==> src/rtl/snd_bus_sched_if.sv <==
// Signal bundle between the host port decoder, the sound-chip bus scheduler and the bus pins.
interface snd_bus_sched_if;
  logic       acc_valid;
  logic [1:0] acc_tgt;
  logic       acc_wr;
  logic       acc_a0;
  logic [7:0] acc_wdata;
  logic [7:0] bus_din;
  logic [7:0] bus_dout;
  logic       bus_doe;
  logic       bus_a0;
  logic [2:0] bus_cs_n;
  logic       bus_rd_n;
  logic       bus_wr_n;
  logic [7:0] rd_data;
  logic       rd_valid;
  logic       wait_req;
  logic       busy;
  logic       err;

  modport slave (
    input  acc_valid, acc_tgt, acc_wr, acc_a0, acc_wdata, bus_din,
    output bus_dout, bus_doe, bus_a0, bus_cs_n, bus_rd_n, bus_wr_n,
    output rd_data, rd_valid, wait_req, busy, err
  );

  modport master (
    output acc_valid, acc_tgt, acc_wr, acc_a0, acc_wdata, bus_din,
    input  bus_dout, bus_doe, bus_a0, bus_cs_n, bus_rd_n, bus_wr_n,
    input  rd_data, rd_valid, wait_req, busy, err
  );
endinterface

==> src/rtl/snd_bus_sched.sv <==
// Turns decoded host accesses into timed CS/strobe sequences on the shared YM2203/SAA1099 bus,
// holding the Z80 in wait while the addressed chip is still recovering from its last write.
module snd_bus_sched #(
  parameter int SETUP_CYC  = 1,
  parameter int STROBE_CYC = 2,
  parameter int HOLD_CYC   = 1,
  parameter int YM_AREC    = 17,
  parameter int YM_DREC    = 83,
  parameter int SAA_REC    = 2,
  parameter int REC_W      = 7
) (
  input  logic           clkcpu,
  input  logic           rst_n,
  snd_bus_sched_if.slave sched_if
);

  typedef enum logic [2:0] {
    IDLE,
    WAITREC,
    SETUP,
    STROBE,
    HOLD
  } state_e;

  state_e           state_q, state_d;
  logic [2:0]       phase_q, phase_d;
  logic [1:0]       tgt_q, tgt_d;
  logic             wr_q, wr_d;
  logic             a0_q, a0_d;
  logic [7:0]       wdata_q, wdata_d;
  logic [REC_W-1:0] rec_q [3];

  logic [2:0]       csN_q, csN_d;
  logic             rdN_q, rdN_d;
  logic             wrN_q, wrN_d;
  logic             doe_q, doe_d;
  logic [7:0]       dout_q, dout_d;
  logic             busA0_q, busA0_d;
  logic             waitState_q, waitState_d;
  logic             busy_q, busy_d;
  logic [7:0]       rdData_q;
  logic             rdValid_q;
  logic             err_q;

  logic             accAccept, accReject;
  logic             setupDone, strobeDone, holdDone;
  logic             rdCapture, recLoad, inXfer;
  logic [REC_W-1:0] recAcc, recCur, recLoadVal;

  assign setupDone  = (phase_q == 3'(SETUP_CYC - 1));
  assign strobeDone = (phase_q == 3'(STROBE_CYC - 1));
  assign holdDone   = (phase_q == 3'(HOLD_CYC - 1));

  // Remaining recovery of the chip being requested now and of the latched target.
  always_comb begin
    recAcc = rec_q[2];
    recCur = rec_q[2];
    case (sched_if.acc_tgt)
      2'd0:    recAcc = rec_q[0];
      2'd1:    recAcc = rec_q[1];
      default: recAcc = rec_q[2];
    endcase
    case (tgt_q)
      2'd0:    recCur = rec_q[0];
      2'd1:    recCur = rec_q[1];
      default: recCur = rec_q[2];
    endcase
  end

  always_comb begin
    state_d   = state_q;
    phase_d   = phase_q;
    tgt_d     = tgt_q;
    wr_d      = wr_q;
    a0_d      = a0_q;
    wdata_d   = wdata_q;
    accAccept = 1'b0;
    accReject = 1'b0;
    case (state_q)
      IDLE: begin
        if (sched_if.acc_valid) begin
          if (sched_if.acc_tgt == 2'd3 || (sched_if.acc_tgt == 2'd2 && !sched_if.acc_wr)) begin
            accReject = 1'b1;
          end else begin
            accAccept = 1'b1;
            tgt_d     = sched_if.acc_tgt;
            wr_d      = sched_if.acc_wr;
            a0_d      = sched_if.acc_a0;
            wdata_d   = sched_if.acc_wdata;
            phase_d   = '0;
            state_d   = (recAcc == '0) ? SETUP : WAITREC;
          end
        end
      end
      WAITREC: begin
        if (recCur == '0) begin
          state_d = SETUP;
          phase_d = '0;
        end
      end
      SETUP: begin
        phase_d = setupDone ? 3'd0 : phase_q + 3'd1;
        if (setupDone) state_d = STROBE;
      end
      STROBE: begin
        phase_d = strobeDone ? 3'd0 : phase_q + 3'd1;
        if (strobeDone) state_d = HOLD;
      end
      HOLD: begin
        phase_d = holdDone ? 3'd0 : phase_q + 3'd1;
        if (holdDone) state_d = IDLE;
      end
      default: state_d = IDLE;
    endcase
    if (sched_if.acc_valid && state_q != IDLE) accReject = 1'b1;
  end

  // Bus pins are registered, so they are decoded from the state the FSM is about to enter.
  always_comb begin
    inXfer = (state_d == SETUP) || (state_d == STROBE) || (state_d == HOLD);
    csN_d  = 3'b111;
    if (inXfer) begin
      case (tgt_d)
        2'd0:    csN_d = 3'b110;
        2'd1:    csN_d = 3'b101;
        default: csN_d = 3'b011;
      endcase
    end
    rdN_d       = !(state_d == STROBE && !wr_d);
    wrN_d       = !(state_d == STROBE && wr_d);
    doe_d       = inXfer && wr_d;
    dout_d      = doe_d ? wdata_d : 8'h00;
    busA0_d     = inXfer && a0_d;
    waitState_d = (state_d == WAITREC) || (state_d == SETUP) || (state_d == STROBE);
    busy_d      = (state_d != IDLE);
  end

  assign rdCapture  = (state_q == STROBE) && strobeDone && !wr_q;
  assign recLoad    = (state_q == HOLD) && holdDone && wr_q;
  assign recLoadVal = (tgt_q == 2'd2) ? REC_W'(SAA_REC) :
                      (a0_q ? REC_W'(YM_DREC) : REC_W'(YM_AREC));

  always_ff @(posedge clkcpu or negedge rst_n) begin
    if (!rst_n) begin
      state_q     <= IDLE;
      phase_q     <= '0;
      tgt_q       <= '0;
      wr_q        <= 1'b0;
      a0_q        <= 1'b0;
      wdata_q     <= '0;
      csN_q       <= 3'b111;
      rdN_q       <= 1'b1;
      wrN_q       <= 1'b1;
      doe_q       <= 1'b0;
      dout_q      <= '0;
      busA0_q     <= 1'b0;
      waitState_q <= 1'b0;
      busy_q      <= 1'b0;
      rdData_q    <= '0;
      rdValid_q   <= 1'b0;
      err_q       <= 1'b0;
    end else begin
      state_q     <= state_d;
      phase_q     <= phase_d;
      tgt_q       <= tgt_d;
      wr_q        <= wr_d;
      a0_q        <= a0_d;
      wdata_q     <= wdata_d;
      csN_q       <= csN_d;
      rdN_q       <= rdN_d;
      wrN_q       <= wrN_d;
      doe_q       <= doe_d;
      dout_q      <= dout_d;
      busA0_q     <= busA0_d;
      waitState_q <= waitState_d;
      busy_q      <= busy_d;
      rdValid_q   <= rdCapture;
      if (rdCapture) rdData_q <= sched_if.bus_din;
      if (accReject) err_q <= 1'b1;
    end
  end

  // A load on the final HOLD cycle of a write takes priority over that cycle's decrement.
  always_ff @(posedge clkcpu or negedge rst_n) begin
    if (!rst_n) begin
      for (int i = 0; i < 3; i++) rec_q[i] <= '0;
    end else begin
      for (int i = 0; i < 3; i++) begin
        if (recLoad && tgt_q == 2'(i)) begin
          rec_q[i] <= recLoadVal;
        end else if (rec_q[i] != '0) begin
          rec_q[i] <= rec_q[i] - REC_W'(1);
        end
      end
    end
  end

  assign sched_if.bus_dout = dout_q;
  assign sched_if.bus_doe  = doe_q;
  assign sched_if.bus_a0   = busA0_q;
  assign sched_if.bus_cs_n = csN_q;
  assign sched_if.bus_rd_n = rdN_q;
  assign sched_if.bus_wr_n = wrN_q;
  assign sched_if.rd_data  = rdData_q;
  assign sched_if.rd_valid = rdValid_q;
  assign sched_if.wait_req = waitState_q | accAccept;
  assign sched_if.busy     = busy_q;
  assign sched_if.err      = err_q;

endmodule

==> src/flat_wrapper.sv <==
// flat-port wrapper written by rule: the top's interface ports become plain ports
module snd_bus_sched_flat 
#(
  parameter int SETUP_CYC  = 1,
  parameter int STROBE_CYC = 2,
  parameter int HOLD_CYC   = 1,
  parameter int YM_AREC    = 17,
  parameter int YM_DREC    = 83,
  parameter int SAA_REC    = 2,
  parameter int REC_W      = 7
)
  (clkcpu, rst_n, sched_if_acc_valid, sched_if_acc_tgt, sched_if_acc_wr, sched_if_acc_a0, sched_if_acc_wdata, sched_if_bus_din, sched_if_bus_dout, sched_if_bus_doe, sched_if_bus_a0, sched_if_bus_cs_n, sched_if_bus_rd_n, sched_if_bus_wr_n, sched_if_rd_data, sched_if_rd_valid, sched_if_wait_req, sched_if_busy, sched_if_err);
  snd_bus_sched_if sched_if_i ();
  input  logic clkcpu;
  input  logic rst_n;
  input wire logic [$bits(sched_if_i.acc_valid)-1:0] sched_if_acc_valid;
  input wire logic [$bits(sched_if_i.acc_tgt)-1:0] sched_if_acc_tgt;
  input wire logic [$bits(sched_if_i.acc_wr)-1:0] sched_if_acc_wr;
  input wire logic [$bits(sched_if_i.acc_a0)-1:0] sched_if_acc_a0;
  input wire logic [$bits(sched_if_i.acc_wdata)-1:0] sched_if_acc_wdata;
  input wire logic [$bits(sched_if_i.bus_din)-1:0] sched_if_bus_din;
  output wire logic [$bits(sched_if_i.bus_dout)-1:0] sched_if_bus_dout;
  output wire logic [$bits(sched_if_i.bus_doe)-1:0] sched_if_bus_doe;
  output wire logic [$bits(sched_if_i.bus_a0)-1:0] sched_if_bus_a0;
  output wire logic [$bits(sched_if_i.bus_cs_n)-1:0] sched_if_bus_cs_n;
  output wire logic [$bits(sched_if_i.bus_rd_n)-1:0] sched_if_bus_rd_n;
  output wire logic [$bits(sched_if_i.bus_wr_n)-1:0] sched_if_bus_wr_n;
  output wire logic [$bits(sched_if_i.rd_data)-1:0] sched_if_rd_data;
  output wire logic [$bits(sched_if_i.rd_valid)-1:0] sched_if_rd_valid;
  output wire logic [$bits(sched_if_i.wait_req)-1:0] sched_if_wait_req;
  output wire logic [$bits(sched_if_i.busy)-1:0] sched_if_busy;
  output wire logic [$bits(sched_if_i.err)-1:0] sched_if_err;
  assign sched_if_i.acc_valid = sched_if_acc_valid;
  assign sched_if_i.acc_tgt = sched_if_acc_tgt;
  assign sched_if_i.acc_wr = sched_if_acc_wr;
  assign sched_if_i.acc_a0 = sched_if_acc_a0;
  assign sched_if_i.acc_wdata = sched_if_acc_wdata;
  assign sched_if_i.bus_din = sched_if_bus_din;
  assign sched_if_bus_dout = sched_if_i.bus_dout;
  assign sched_if_bus_doe = sched_if_i.bus_doe;
  assign sched_if_bus_a0 = sched_if_i.bus_a0;
  assign sched_if_bus_cs_n = sched_if_i.bus_cs_n;
  assign sched_if_bus_rd_n = sched_if_i.bus_rd_n;
  assign sched_if_bus_wr_n = sched_if_i.bus_wr_n;
  assign sched_if_rd_data = sched_if_i.rd_data;
  assign sched_if_rd_valid = sched_if_i.rd_valid;
  assign sched_if_wait_req = sched_if_i.wait_req;
  assign sched_if_busy = sched_if_i.busy;
  assign sched_if_err = sched_if_i.err;
  snd_bus_sched #(.SETUP_CYC(SETUP_CYC), .STROBE_CYC(STROBE_CYC), .HOLD_CYC(HOLD_CYC), .YM_AREC(YM_AREC), .YM_DREC(YM_DREC), .SAA_REC(SAA_REC), .REC_W(REC_W)) u_core (.clkcpu(clkcpu), .rst_n(rst_n), .sched_if(sched_if_i));
endmodule
==> config.mk <==
export PLATFORM = sky130hd
export DESIGN_NAME = snd_bus_sched_flat
export DESIGN_NICKNAME = d
export VERILOG_FILES = /design/src/rtl/snd_bus_sched_if.sv /design/src/rtl/snd_bus_sched.sv /design/src/flat_wrapper.sv
export SDC_FILE = /design/constraint.sdc
export NUM_CORES = 1
export LEC_CHECK = 0
export ABC_CLOCK_PERIOD_IN_PS = 3570
export CORE_UTILIZATION = 57
export CTS_BUF_LIST = sky130_fd_sc_hd__clkbuf_8 sky130_fd_sc_hd__clkbuf_16
export DETAILED_ROUTE_END_ITERATION = 8
export PLACE_DENSITY = 0.88
export REMOVE_ABC_BUFFERS = 1
export SYNTH_ARGS = -nofsm -noshare
export SYNTH_HDL_FRONTEND = slang
export SYNTH_SLANG_ARGS = --single-unit
==> constraint.sdc <==
create_clock -name clkcpu -period 3.57 [get_ports clkcpu]
set_clock_uncertainty 0.05 [all_clocks]
set_input_delay 0.357 -clock clkcpu [delete_from_list [all_inputs] [get_ports clkcpu]]
set_output_delay 0.357 -clock clkcpu [all_outputs]
set_load 0.01 [all_outputs]
==> results.toml <==
[clock_tree]
cts.sinks = 66
ctsResizeCount = 0
holdBufCountCts = 0
cts_buffers = 9
cts_max_level = 3
cts_setup_buffers = 0
clk_pin_slew_ns = 0.08
cts_buffer_depth = 2
clock_tree.root_cell = "clkbuf_8"
tritoncts = "done"
insertion_delay_ns = 0.35

[setup_path]
worst-setup-path-type = "flop to primary output"
r2r-end = "u_core.sched_if.bus_dout[6]"
cp_cell_sequence = "nor3_2, nand2_1, a21oi_4, or2_2, clkdlybuf4s50_1"
cp_num_buf_inv = 1
worstPathRequired_ns = 3.16
end_kind = "primary output"
ff2ff_path_depth = 6
crit_arrival_ns = 2.46
worstPathMaxFanout = 14
crit_path_top_delay_cell = "clkdlybuf4s50_1"
r2r-start = "u_core.state_q[2]"
crit_family = "simple AND/OR/NAND/NOR gates"
start_kind = "flop"
r2r_setup_slack_ns = 1.25
cpPeakStageDelay_ns = 0.53

[yosys]
synth_top_area_frac = 0.504
ys.flop_type = "dfrtp_1"
synth_edf_count = 0
ys_warn_count = 0
synth_cell_type_count = 52
avgSynthCellArea_sq_um = 11.2
synth_seq_cells = 66
syn_area_sq_um = 3030
yosysSeqAreaShare = 0.548
synth_area_leader_cell = "dfrtp_1"
async_flop_share = 1.00
yosys-top-cells-area = "dfrtp_1, mux2_2, dfstp_2, nor2_1, nand2_1"
synth_cells = 271

[timing]
tightest_slew_ns = 0.905
setup_tns_ns = 0
fin_crit_ns = 2.87
fmax_mhz = 348
slew_headroom = 0.397
finalHoldViolCount = 0
grt_setup_unrepaired = "false"
setup_viol = 0
drv_slew = 0
finalCritPeriodShare = 0.804

[routing]
ant_nets = 0
dr.first_iter.drc_count = 122
dr_total_vias = 2165
wl_per_cell_um = 15.1
avgViaCountPerCell = 5.40
dr.pass1.iters = 4
drcViolationCount = 0
drt-total-wl_um = 6060

[pwr]
power_density_nw_per_um2 = 907
ir_worst_vdd_uv = 584
p_leak_uw = 0.00172

[hold_path]
hold_class = "input pin to asynchronous set/reset pin"

[die]
die_x_um = 74.9
die_h_um = 74.9
core_sq_um = 5110
start_util = 0.593
rows = 26
die-area_sq_um = 5610
pin_count = 50

[outcome]
status = "completed"

[finish]
syn2layout_area_growth_pct = 27.3
antenna_cells = 0
nets = 355
layout-drive-gt1-share = 0.181
instances_no_fill = 401

[global_routing]
grt_pass1_vias = 2047
antenna_found_initial = 0
grt_overflow = 0
grt_usage = 0.243
grt_pass1_wl_um = 9720
grt_max_degree = 44

[place]
gp_congestion = 0.860
io_buffers = 49
dp.cells = 385
dp_hpwl_um = 4210

[flow_run]
cap_violations = 0
[how the worst max path moves through the flow]
stage          cells past startpoint                start  slack, ns                     endpoint
6_report                           5    u_core.state_q[2]       0.70            sched_if_wait_req
4_1_cts                            5    u_core.state_q[2]       0.68            sched_if_wait_req
5_1_grt                            5    u_core.state_q[2]       0.49            sched_if_wait_req
3_5_place_dp                       5  sched_if_acc_tgt[0]       0.88            sched_if_wait_req
2_1_floorplan                      6    u_core.state_q[2]       1.62  u_core.sched_if.bus_dout[6]
3_3_place_gp                       5  sched_if_acc_tgt[0]       0.90            sched_if_wait_req
[logic make-up after synthesis]
| logic type | count (synthesis) | synth area share |
|---|---|---|
| AO/OA/AOI/OAI | 35 | 0.0872 |
| multiplexers | 23 | 0.0839 |
| AND/OR/NAND/NOR | 109 | 0.198 |
| XOR/XNOR | 10 | 0.0289 |
| buffers and inverters | 22 | 0.0293 |
| adder cells (fa/ha/maj) | 6 | 0.0248 |
| flip-flops | 66 | 0.548 |
[synthesized netlist by cell type, types with 6 or more instances]
master,count
o21ai_0,6
xnor2_1,6
nand2_1,24
nor2_1,29
nand2b_1,9
nor3_1,6
and3_1,9
inv_1,16
nand3_1,7
mux2_2,19
ha_1,6
dfrtp_1,61
[stage by stage]
step / hold WS, ns / area, sq um / power, uW / utilization / worst slack (ns)
after floorplan: 0.0114 / 3000 / 2150 / - / 1.62
after global placement: 0.423 / 3580 / 2570 / 0.701 / 0.902
after detailed placement: 0.423 / 3580 / 2640 / 0.701 / 0.876
after CTS: 0.112 / 3850 / 3510 / 0.755 / 0.682
after global routing: 0.163 / 3850 / 3720 / 0.755 / 0.486
final: 0.0836 / 3850 / 3500 / 0.755 / 0.699
[registers in the layout (all words and copies together) (netlist names), 2 cells and up]
register,cells
u_core.state_q,3
u_core.rec_q,21
u_core.sched_if.bus_dout,8
u_core.sched_if.rd_data,8
u_core.wdata_q,8
u_core.sched_if.bus_cs_n,3
u_core.tgt_q,2
u_core.phase_q,3
[layout make-up]
cell class | instances | area (sq um)
multi-input cells | 183 | 1280
flip-flops and latches | 66 | 1660
fillers | 345 | 1250
inverters | 16 | 60.1
clock buffers | 10 | 138
well taps | 70 | 87.6
repair buffers | 50 | 493
clock inverters | 6 | 138
[layout by cell type (no fill, tap or decap), drive strengths merged, types with 9 or more instances in the layout]
master / synthesis / layout
and3: 9 / 9
nand2b: 10 / 10
nor3: 10 / 10
clkbuf: 3 / 10
clkdlybuf4s50: 0 / 48
inv: 16 / 16
mux2: 19 / 19
dfrtp: 61 / 61
nor2: 29 / 29
nand2: 25 / 25
[where the power goes]
group | switching [uW] | leakage [uW] | internal [uW]
sequential | 266 | 0.000804 | 1080
combinational | 638 | 0.000781 | 663
clock | 296 | 0.000137 | 556
[per-layer routing]
metal	GRT usage	wire length, um	vias to the layer above
met4	0.119	95	0
met5	0	0	-
li1	-	-	1037
met2	0.392	3100	43
met1	0.307	2650	1075
met3	0.0589	224	10
Power figures use the tool's default switching activity.
